$ cat src/rtl/dds_interp_sequencer.sv
// ---------------------------------------------------------------------------
// dds_interp_sequencer
//
// Feeds the DDS sine interpolator. It fetches samples from the recursive
// sine oscillator, keeps the Y[n-1]/Y[n-2] pair, paces the segment reload
// strobe, and applies the interpolation mode. The oscillator interface
// allows one outstanding request at a time. In RUN a single-entry prefetch
// buffer holds the next sample.
//
// Segment length P per mode: 0 -> 1, 1 -> 10, 2 -> 100, 3 -> 1000,
// 4..7 -> 1.
//
// Ports
//   Fg_CLK, Fg_RESETn     clock; asynchronous active-low reset
//   CfgMode[2:0]          requested mode, sampled every cycle into a pending reg
//   CfgStart, CfgStop     one-cycle control pulses (stop wins on collision)
//   OscReq                one-cycle request for the next oscillator sample
//   OscValid, OscData     response strobe and sample
//   out_1                 Y[n-1], the newer sample
//   out_2                 Y[n-2], the older sample and the segment start
//   DDSMode[2:0]          mode applied to the interpolator
//   DDSEnable             interpolator reload strobe
//   Busy                  high in PRIME, RUN and STOPPING
//   Underrun              sticky; set when a boundary finds no sample
// ---------------------------------------------------------------------------
module dds_interp_sequencer #(
  parameter int DATA_W = 32,
  parameter int CNT_W  = 10
) (
  input  logic              Fg_CLK,
  input  logic              Fg_RESETn,
  input  logic [2:0]        CfgMode,
  input  logic              CfgStart,
  input  logic              CfgStop,
  output logic              OscReq,
  input  logic              OscValid,
  input  logic [DATA_W-1:0] OscData,
  output logic [DATA_W-1:0] out_1,
  output logic [DATA_W-1:0] out_2,
  output logic [2:0]        DDSMode,
  output logic              DDSEnable,
  output logic              Busy,
  output logic              Underrun
);

  typedef enum logic [1:0] {IDLE, PRIME, RUN, STOPPING} state_t;

  // Final count of a segment: P-1 for the given mode.
  function automatic logic [CNT_W-1:0] last_step(input logic [2:0] mode);
    case (mode)
      3'd1:    last_step = CNT_W'(9);
      3'd2:    last_step = CNT_W'(99);
      3'd3:    last_step = CNT_W'(999);
      default: last_step = '0;
    endcase
  endfunction

  state_t            state_q, state_d;
  logic [CNT_W-1:0]  cnt_q, cnt_d;
  logic [2:0]        pend_mode_q, pend_mode_d;
  logic [2:0]        mode_q, mode_d;
  logic [DATA_W-1:0] out_1_q, out_1_d;
  logic [DATA_W-1:0] out_2_q, out_2_d;
  logic [DATA_W-1:0] buf_q, buf_d;
  logic              buf_full_q, buf_full_d;
  logic              pending_q, pending_d;   // request outstanding
  logic              primed_q, primed_d;     // first PRIME sample is in out_1
  logic              osc_req_q, osc_req_d;
  logic              enable_q, enable_d;
  logic              busy_q, busy_d;
  logic              underrun_q, underrun_d;

  logic accept;
  logic at_boundary;
  logic shift;

  // A response counts only if it answers the request we have outstanding.
  assign accept      = OscValid && pending_q;
  assign at_boundary = (cnt_q == last_step(mode_q));

  always_comb begin
    // NOTE: every signal gets a default before the case so no path can
    // leave it unassigned; an unassigned path would infer a latch.
    state_d     = state_q;
    cnt_d       = cnt_q;
    pend_mode_d = CfgMode;
    mode_d      = mode_q;
    out_1_d     = out_1_q;
    out_2_d     = out_2_q;
    buf_d       = buf_q;
    buf_full_d  = buf_full_q;
    pending_d   = pending_q && !accept;
    primed_d    = primed_q;
    underrun_d  = underrun_q;
    shift       = 1'b0;

    case (state_q)
      IDLE: begin
        // A sample that arrives here answers an old request and is dropped.
        if (CfgStart && !CfgStop) begin
          state_d    = PRIME;
          underrun_d = 1'b0;
          mode_d     = CfgMode;
          cnt_d      = '0;
          buf_full_d = 1'b0;
          primed_d   = 1'b0;
        end
      end
      PRIME: begin
        if (CfgStop) begin
          state_d = IDLE;
        end else if (accept) begin
          if (!primed_q) begin
            out_1_d  = OscData;
            primed_d = 1'b1;
          end else begin
            out_2_d = out_1_q;
            out_1_d = OscData;
            state_d = RUN;
            cnt_d   = '0;
            shift   = 1'b1;
          end
        end
      end
      RUN, STOPPING: begin
        if (at_boundary) begin
          // Start the next segment. With no sample ready, the segment is flat.
          out_2_d = out_1_q;
          if (buf_full_q) begin
            out_1_d    = buf_q;
            buf_full_d = 1'b0;
          end else begin
            underrun_d = 1'b1;
          end
          mode_d = pend_mode_q;
          cnt_d  = '0;
          shift  = 1'b1;
          if (state_q == STOPPING || CfgStop) state_d = IDLE;
        end else begin
          cnt_d = cnt_q + CNT_W'(1);
          if (state_q == RUN && CfgStop) state_d = STOPPING;
        end
        // A request is only issued while the buffer is empty, so the buffer
        // always has room for the answer.
        if (accept) begin
          buf_d      = OscData;
          buf_full_d = 1'b1;
        end
      end
      default: state_d = IDLE;
    endcase

    // In IDLE and PRIME the interpolator is held on out_2.
    enable_d  = (state_d == IDLE) || (state_d == PRIME) || shift;
    busy_d    = (state_d != IDLE);
    osc_req_d = ((state_d == PRIME) || (state_d == RUN)) && !buf_full_d && !pending_d;
    if (osc_req_d) pending_d = 1'b1;
  end

  // NOTE: buf_q and the sample pair are reset along with the control
  // state, so no X can leak onto out_1/out_2 after reset.
  always_ff @(posedge Fg_CLK or negedge Fg_RESETn) begin
    if (!Fg_RESETn) begin
      state_q     <= IDLE;
      cnt_q       <= '0;
      pend_mode_q <= '0;
      mode_q      <= '0;
      out_1_q     <= '0;
      out_2_q     <= '0;
      buf_q       <= '0;
      buf_full_q  <= 1'b0;
      pending_q   <= 1'b0;
      primed_q    <= 1'b0;
      osc_req_q   <= 1'b0;
      enable_q    <= 1'b0;
      busy_q      <= 1'b0;
      underrun_q  <= 1'b0;
    end else begin
      // NOTE: non-blocking assignments make all flops update together from
      // the values they held before the edge.
      state_q     <= state_d;
      cnt_q       <= cnt_d;
      pend_mode_q <= pend_mode_d;
      mode_q      <= mode_d;
      out_1_q     <= out_1_d;
      out_2_q     <= out_2_d;
      buf_q       <= buf_d;
      buf_full_q  <= buf_full_d;
      pending_q   <= pending_d;
      primed_q    <= primed_d;
      osc_req_q   <= osc_req_d;
      enable_q    <= enable_d;
      busy_q      <= busy_d;
      underrun_q  <= underrun_d;
    end
  end

  assign OscReq    = osc_req_q;
  assign out_1     = out_1_q;
  assign out_2     = out_2_q;
  assign DDSMode   = mode_q;
  assign DDSEnable = enable_q;
  assign Busy      = busy_q;
  assign Underrun  = underrun_q;

endmodule
$ cat config.mk
export PLATFORM = sky130hd
export DESIGN_NAME = dds_interp_sequencer
export DESIGN_NICKNAME = d
export VERILOG_FILES = /design/src/rtl/dds_interp_sequencer.sv
export SDC_FILE = /design/constraint.sdc
export NUM_CORES = 1
export LEC_CHECK = 0
export ABC_CLOCK_PERIOD_IN_PS = 3260
export BUFFER_PORTS_ARGS = -buffer_cell sky130_fd_sc_hd__clkbuf_2
export CAP_MARGIN = 20
export CORE_ASPECT_RATIO = 1.4
export CORE_MARGIN = 8
export CORE_UTILIZATION = 45
export CTS_BUF_LIST = sky130_fd_sc_hd__clkbuf_4 sky130_fd_sc_hd__clkbuf_8 sky130_fd_sc_hd__clkbuf_16
export CTS_CLUSTER_SIZE = 14
export DETAILED_ROUTE_END_ITERATION = 8
export PLACE_DENSITY = 0.66
export RECOVER_POWER = 25
export SYNTH_ARGS = -nofsm -noshare
export SYNTH_HDL_FRONTEND = slang
export SYNTH_SLANG_ARGS = --single-unit
$ cat constraint.sdc
create_clock -name Fg_CLK -period 3.26 [get_ports Fg_CLK]
set_clock_uncertainty 0.1 [all_clocks]
set_input_delay 0.163 -clock Fg_CLK [delete_from_list [all_inputs] [get_ports Fg_CLK]]
set_output_delay 0.163 -clock Fg_CLK [all_outputs]
set_load 0.005 [all_outputs]
======== After elaboration in Yosys (flattened, before gate mapping) ========
Index checks and enable logic that the tools add are counted.
storage, ports and cells
  bits in registers ....................... 121
  bits in latches ......................... 0
  bits in writable memories ............... 0
  memory bits (read-only) ................. 0
  bits of input ports ..................... 40
  output and inout port bits .............. 71
  word-level logic and storage cells ...... 104
  memories ................................ 0
cells by class
  $add $sub $neg .......................... 1
  multiply operators ...................... 0
  divide/modulo/power cells ............... 0
  $lt $le $gt $ge ......................... 0
  equality and inequality tests ........... 16
  shifts and indexed selects .............. 0
  muxes and demuxes ....................... 45
  bitwise operators ....................... 0
  reduce and logical (&&, ||, !) cells .... 28
operators by type and width
  kind                   count
  $mux 32                8
  $pmux 32 s2            2
  $pmux 10 s3            2
  $mux 10                5
  $mux 2                 7
  $ne 2x2->1 const B     7
  $mux 1                 13
  $reduce_and 4->1       3
  $add 10x1->10 const B  1
  $eq 10x10->1           1
  $reduce_and 5->1       2
  $pmux 1 s2             4
  $reduce_bool 2->1      4
  $eq 2x2->1 const B     3
  $eq 3x2->1 const B     2
  $logic_and 1x1->1      6
  $mux 3                 2
  $pmux 2 s3             1
  $pmux 3 s2             1
  $eq 2x1->1 const B     2
  $logic_not 1->1        4
  $logic_not 2->1        2
  $logic_or 1x1->1       4
  $eq 3x1->1 const B     1
  3 further kinds        3

======== Longest topological paths before layout ========
  depth in word-level cells ............... 10
  mapped depth ............................ 9
  mapped depth without buffers ............ 8

======== Least setup slack after synthesis ========
Ideal clock, no wire load.
  kind .................................... register to register
  start ................................... register mode_q[0] (netlist: DDSMode[0])
  end ..................................... register out_1_q[10] (netlist: out_1[10])
  data arrival time ....................... 2.143 ns
  required time ........................... 3.035 ns
  setup slack ............................. 0.892 ns
  stages on the path, launching flop included .. 7
  path through ............................ dfrtp_1 -> nor2b_1 -> or4_4 -> a211oi_2 -> a41o_1 -> buf_4 -> mux2_2
between the ends
  longest elaborated chain between the ends .. 5
  elaborated cells between the ends (all ways) .. 7
  those cells by class .................... eq/ne: 5; mux: 1; reduce/logical: 1
ends and longest elaborated chain
  element                                   line  source
  start, declared                           61    logic [2:0] mode_q, mode_d;
  start signal, assigned                    184   mode_q <= mode_d;
  $eq 3x2->1 or $eq 3x1->1 (tied branches)  50    case (mode)
  $pmux 10 s3 *                             50
  $eq 10x10->1 *                            79    assign at_boundary = (cnt_q == last_step(mode_q));
  $ne 2x2->1 (no line) *                    n/a
  $reduce_and 5->1 (no line) *              n/a
  end signal, assigned                      185   out_1_q <= out_1_d;
  end, declared                             62    logic [DATA_W-1:0] out_1_q, out_1_d;
Every way passes the cells marked *; elsewhere a longest branch is shown, timed or not.
A chain may end at the register's enable or synchronous reset.

======== Worst setup path in the final report ========
  start ................................... register mode_q[1] (netlist: DDSMode[1])
  end ..................................... register out_2_q[0] (netlist: out_2[0])
between the ends
  longest elaborated chain between the ends .. 5
  elaborated cells between the ends (all ways) .. 7
  those cells by class .................... eq/ne: 5; mux: 1; reduce/logical: 1
ends and longest elaborated chain
  element                                   line  source
  $eq 3x2->1 or $eq 3x1->1 (tied branches)  50
  $pmux 10 s3 *                             50
  $eq 10x10->1 *                            79
  $ne 2x2->1 (no line) *                    n/a
  $reduce_and 5->1 (no line) *              n/a
  end signal, assigned                      186   out_2_q <= out_2_d;
  end, declared                             63    logic [DATA_W-1:0] out_2_q, out_2_d;
Marked as above.

==> results.md <==
* Max_slew headroom at -11.3%
* Root Buffer: clkbuf_16
* Clock Tree Buf Depth at 2
* Most area-consuming cells after synthesis: dfrtp_1 (56%), mux2_2 (21%), mux2_4 (8.0%)
* Largest family of logic cells by synthesized area: multiplexers
* Compound-Gate Fraction of Synth Area at 4.09%
* Worst min path class: primary input to flop
* Setup slack, reg-to-reg at 0.49 ns
* Area after DPL at a little over 0.006 mm2
* Total CTS buffers at 17
* Top cell type's share of synthesized area at 55.9%
* Hpwl dp at approximately 8400 um
* Cell row count at 47
* Min Tclk post-route at approximately 2.8 ns
* Adder-Cell Fraction of Synth Area at less than 1%
* N_diodes at 0
* Via count of the first global-routing pass at between 4000 and 5000
* Synth cell types at 42
* Via/cell ratio at 5.27
* Antenna Nets Post-Route at 0
* Status: finished with violations
* Unrepaired setup endpoints after global routing: false
* CP Capture Type: flop
* Setup CP Type: flop to flop
* Global-route wire length before repair at 20700 um
* Port Buffers at between 100 and 150
* Simple logic cell fraction of the synthesized area at about 6%
* Die width at 109 um
* Vias at 3634
* CP required at approximately 3.5 ns
* Starting density of the core at a little under half
* Setup crit start kind: flop
* Largest net degree at the start of global routing at 67
* Mapped Cells at 376
* # IOs at 111
* Layout Nets at between 500 and 600
* Final setup vio count at 0
* DRC errors left at 0
* DIE AREA at 0.0158 mm2
* CTS-repair resized insts at 0
* DRT Pass-1 Iters at 4
* Synth Net Count at between 400 and 500
* Failing checks: max-capacitance violations, max-slew violations
* Synth Area in XOR/XNOR at under 10%
* Post-synthesis mux area share at 29.4%
* Tcrit/Tclk final at 84.9%
* Initial antenna violation count at 0
* Fin. Hold Viols at 0
* P per Cell Area at approximately 780 mW/mm2
* GRT Overall Usage at 16.5%
* Synth warnings at 0
* H-tree levels at 4
* CTS tree: yes
* Routed len/inst at approximately 18 um
* Final Core Density at 60.1%
* Flops & latches, synth at 121
* Slew @ Worst Pin at around 1.7 ns
* Max Transition Viols Final at 67
* Core outline area at 0.0118 mm2
* Max Clk Rate at between 300 and 400 MHz
* Post-synthesis sequential area ratio at 55.9%
* Crit-path max FO at 18
* Clock sink total at 121
* Syn avg cell area at 14.4 um2
* Layout area overhead at 30.4%
* Post-synth top area cell: dfrtp_1
* Post-Syn Area at 0.00542 mm2
* Initial drt markers at 112
* Share of layout cells above drive strength 1 at 43.8%
* Final GP Congestion at 0.805
* Final wirelength at 12400 um
* Die Span Y at 146 um
* Grt ovf at 0
* MaxCap Viol Count at 1
* Worst Path Arrival at 2.96 ns
* Leak at 3.47 nW
* Worst-path clk slew at 0.06 ns
* Worst-skew pair later-pin latency at 0.40 ns
* Peak supply drop at 443 uV
* Setup TNS Final at 0 ns
* Fin area at between 0.007 and 0.008 mm2
## cell usage in the layout, fill, tap and decap left out, types with 2 or more instances in the layout
cell type	Yosys	final
nand4_1	4	4
clkbuf_1	11	45
mux2i_1	4	4
nor2_1	11	11
o21ai_0	8	8
xor2_1	6	6
bufinv_16	0	5
and4_1	2	2
a22oi_1	3	3
dlygate4sd3_1	0	37
nor4b_1	3	3
nor3_1	6	6
nand2_1	15	15
inv_1	3	3
buf_12	3	2
nand2b_1	3	3
a32o_1	5	5
mux2_2	99	99
ha_1	3	3
dfrtp_1	121	120
clkbuf_2	0	64
nand3_1	8	7
clkbuf_16	0	17
buf_4	3	6
and2_1	2	2
clkinv_2	0	4
a31oi_1	2	2
clkbuf_8	0	2
a21oi_1	3	3
mux2_4	29	29
clkbuf_4	0	3
o31ai_1	2	2
## timing repair
| item | 4_1_cts | 5_1_grt |
|---|---|---|
| setup buffers | 0 | 0 |
| hold endpoints to repair | 103 | 0 |
| hold buffers | 37 | 0 |
## cells by family after synthesis
kind of cell	after synthesis
AOI/OAI and AO/OA	30
xor gates and xnor gates	7
adders and majority gates	3
buffers and inverters	22
DFF	121
muxes	132
and+or+nand+nor	61
## path summary, 6_finish.rpt
| check | from | endpoint | cells past startpoint |
|---|---|---|---|
| worst max-delay path | DDSMode[1] | out_2[0] | 6 |
| worst min-delay path | CfgStop | state_q[1] | 4 |
| worst max register to register | DDSMode[1] | out_2[0] | 6 |
| worst min register to register | Underrun | Underrun | 2 |
| max in group asynchronous | Fg_RESETn | out_1[25] | 3 |
| min in group asynchronous | Fg_RESETn | out_2[30] | 2 |
## cell usage after synthesis, drive strengths merged
| master | instances |
|---|---|
| a32o | 5 |
| a211oi | 1 |
| a22o | 1 |
| nand2b | 3 |
| o221ai | 1 |
| a211o | 1 |
| xnor2 | 1 |
| a31oi | 2 |
| nor3 | 6 |
| and4 | 2 |
| o21ai | 8 |
| nand3 | 8 |
| ha | 3 |
| nand4 | 4 |
| o31a | 1 |
| and2 | 2 |
| a22oi | 3 |
| xor2 | 6 |
| nor4b | 3 |
| inv | 3 |
| mux2 | 128 |
| and4b | 2 |
| dfrtp | 121 |
| mux2i | 4 |
| a21oi | 3 |
| buf | 8 |
| nor2b | 1 |
| a41o | 1 |
| nor3b | 1 |
| nand2 | 15 |
| clkbuf | 11 |
| nor2 | 11 |
| o31ai | 2 |
| and3 | 1 |
| o311ai | 1 |
| or3 | 1 |
| or4 | 1 |
## layer usage
layer,wire (um),up-vias,GRT usage [%]
met5,0,-,0
met4,174,0,6.67
met3,586,16,4.83
met2,6340,90,27.2
met1,5260,1858,19.6
li1,-,1670,-
## worst max-delay path, cell delays in order (launching register included)
cell and delay (ns):
dfrtp_1 0.48, nor4b_1 0.20, o311ai_0 0.43, and2_1 0.25, o31a_2 0.57, buf_12 0.27
mux2_2 0.34
## registers in the layout, summed over array words and instances (netlist names), 2 cells and up
register,cells
pend_mode_q,3
cnt_q,10
out_1,32
state_q,2
out_2,32
DDSMode,3
buf_q,32
## cell type report
cell class | instances | area [um2]
repair buffers | 155 | 948
well taps | 147 | 184
multi-input cells | 233 | 2240
clock inverters | 9 | 170
clock buffers | 22 | 475
flip-flops and latches | 121 | 3030
inverters | 3 | 11.3
fillers | 954 | 4700
## stage by stage
stage               hold WS (ns)  power [mW]  cells  worst slack (ns)
floorplan                 -0.233        2.86    376             0.892
global placement           0.201        3.44    622             0.569
detailed placement         0.200        3.49    622             0.501
CTS                       0.0346        5.59    690             0.481
global route              0.0587        5.77    690             0.331
finish                    0.0483        5.47    690             0.492
## where the power goes
group	internal [mW]	switching, mW	leakage, nW
Clock	1.41	0.628	0.324
Sequential	1.94	0.331	1.60
Combinational	0.686	0.476	1.55
Power figures use the tool's default switching activity.
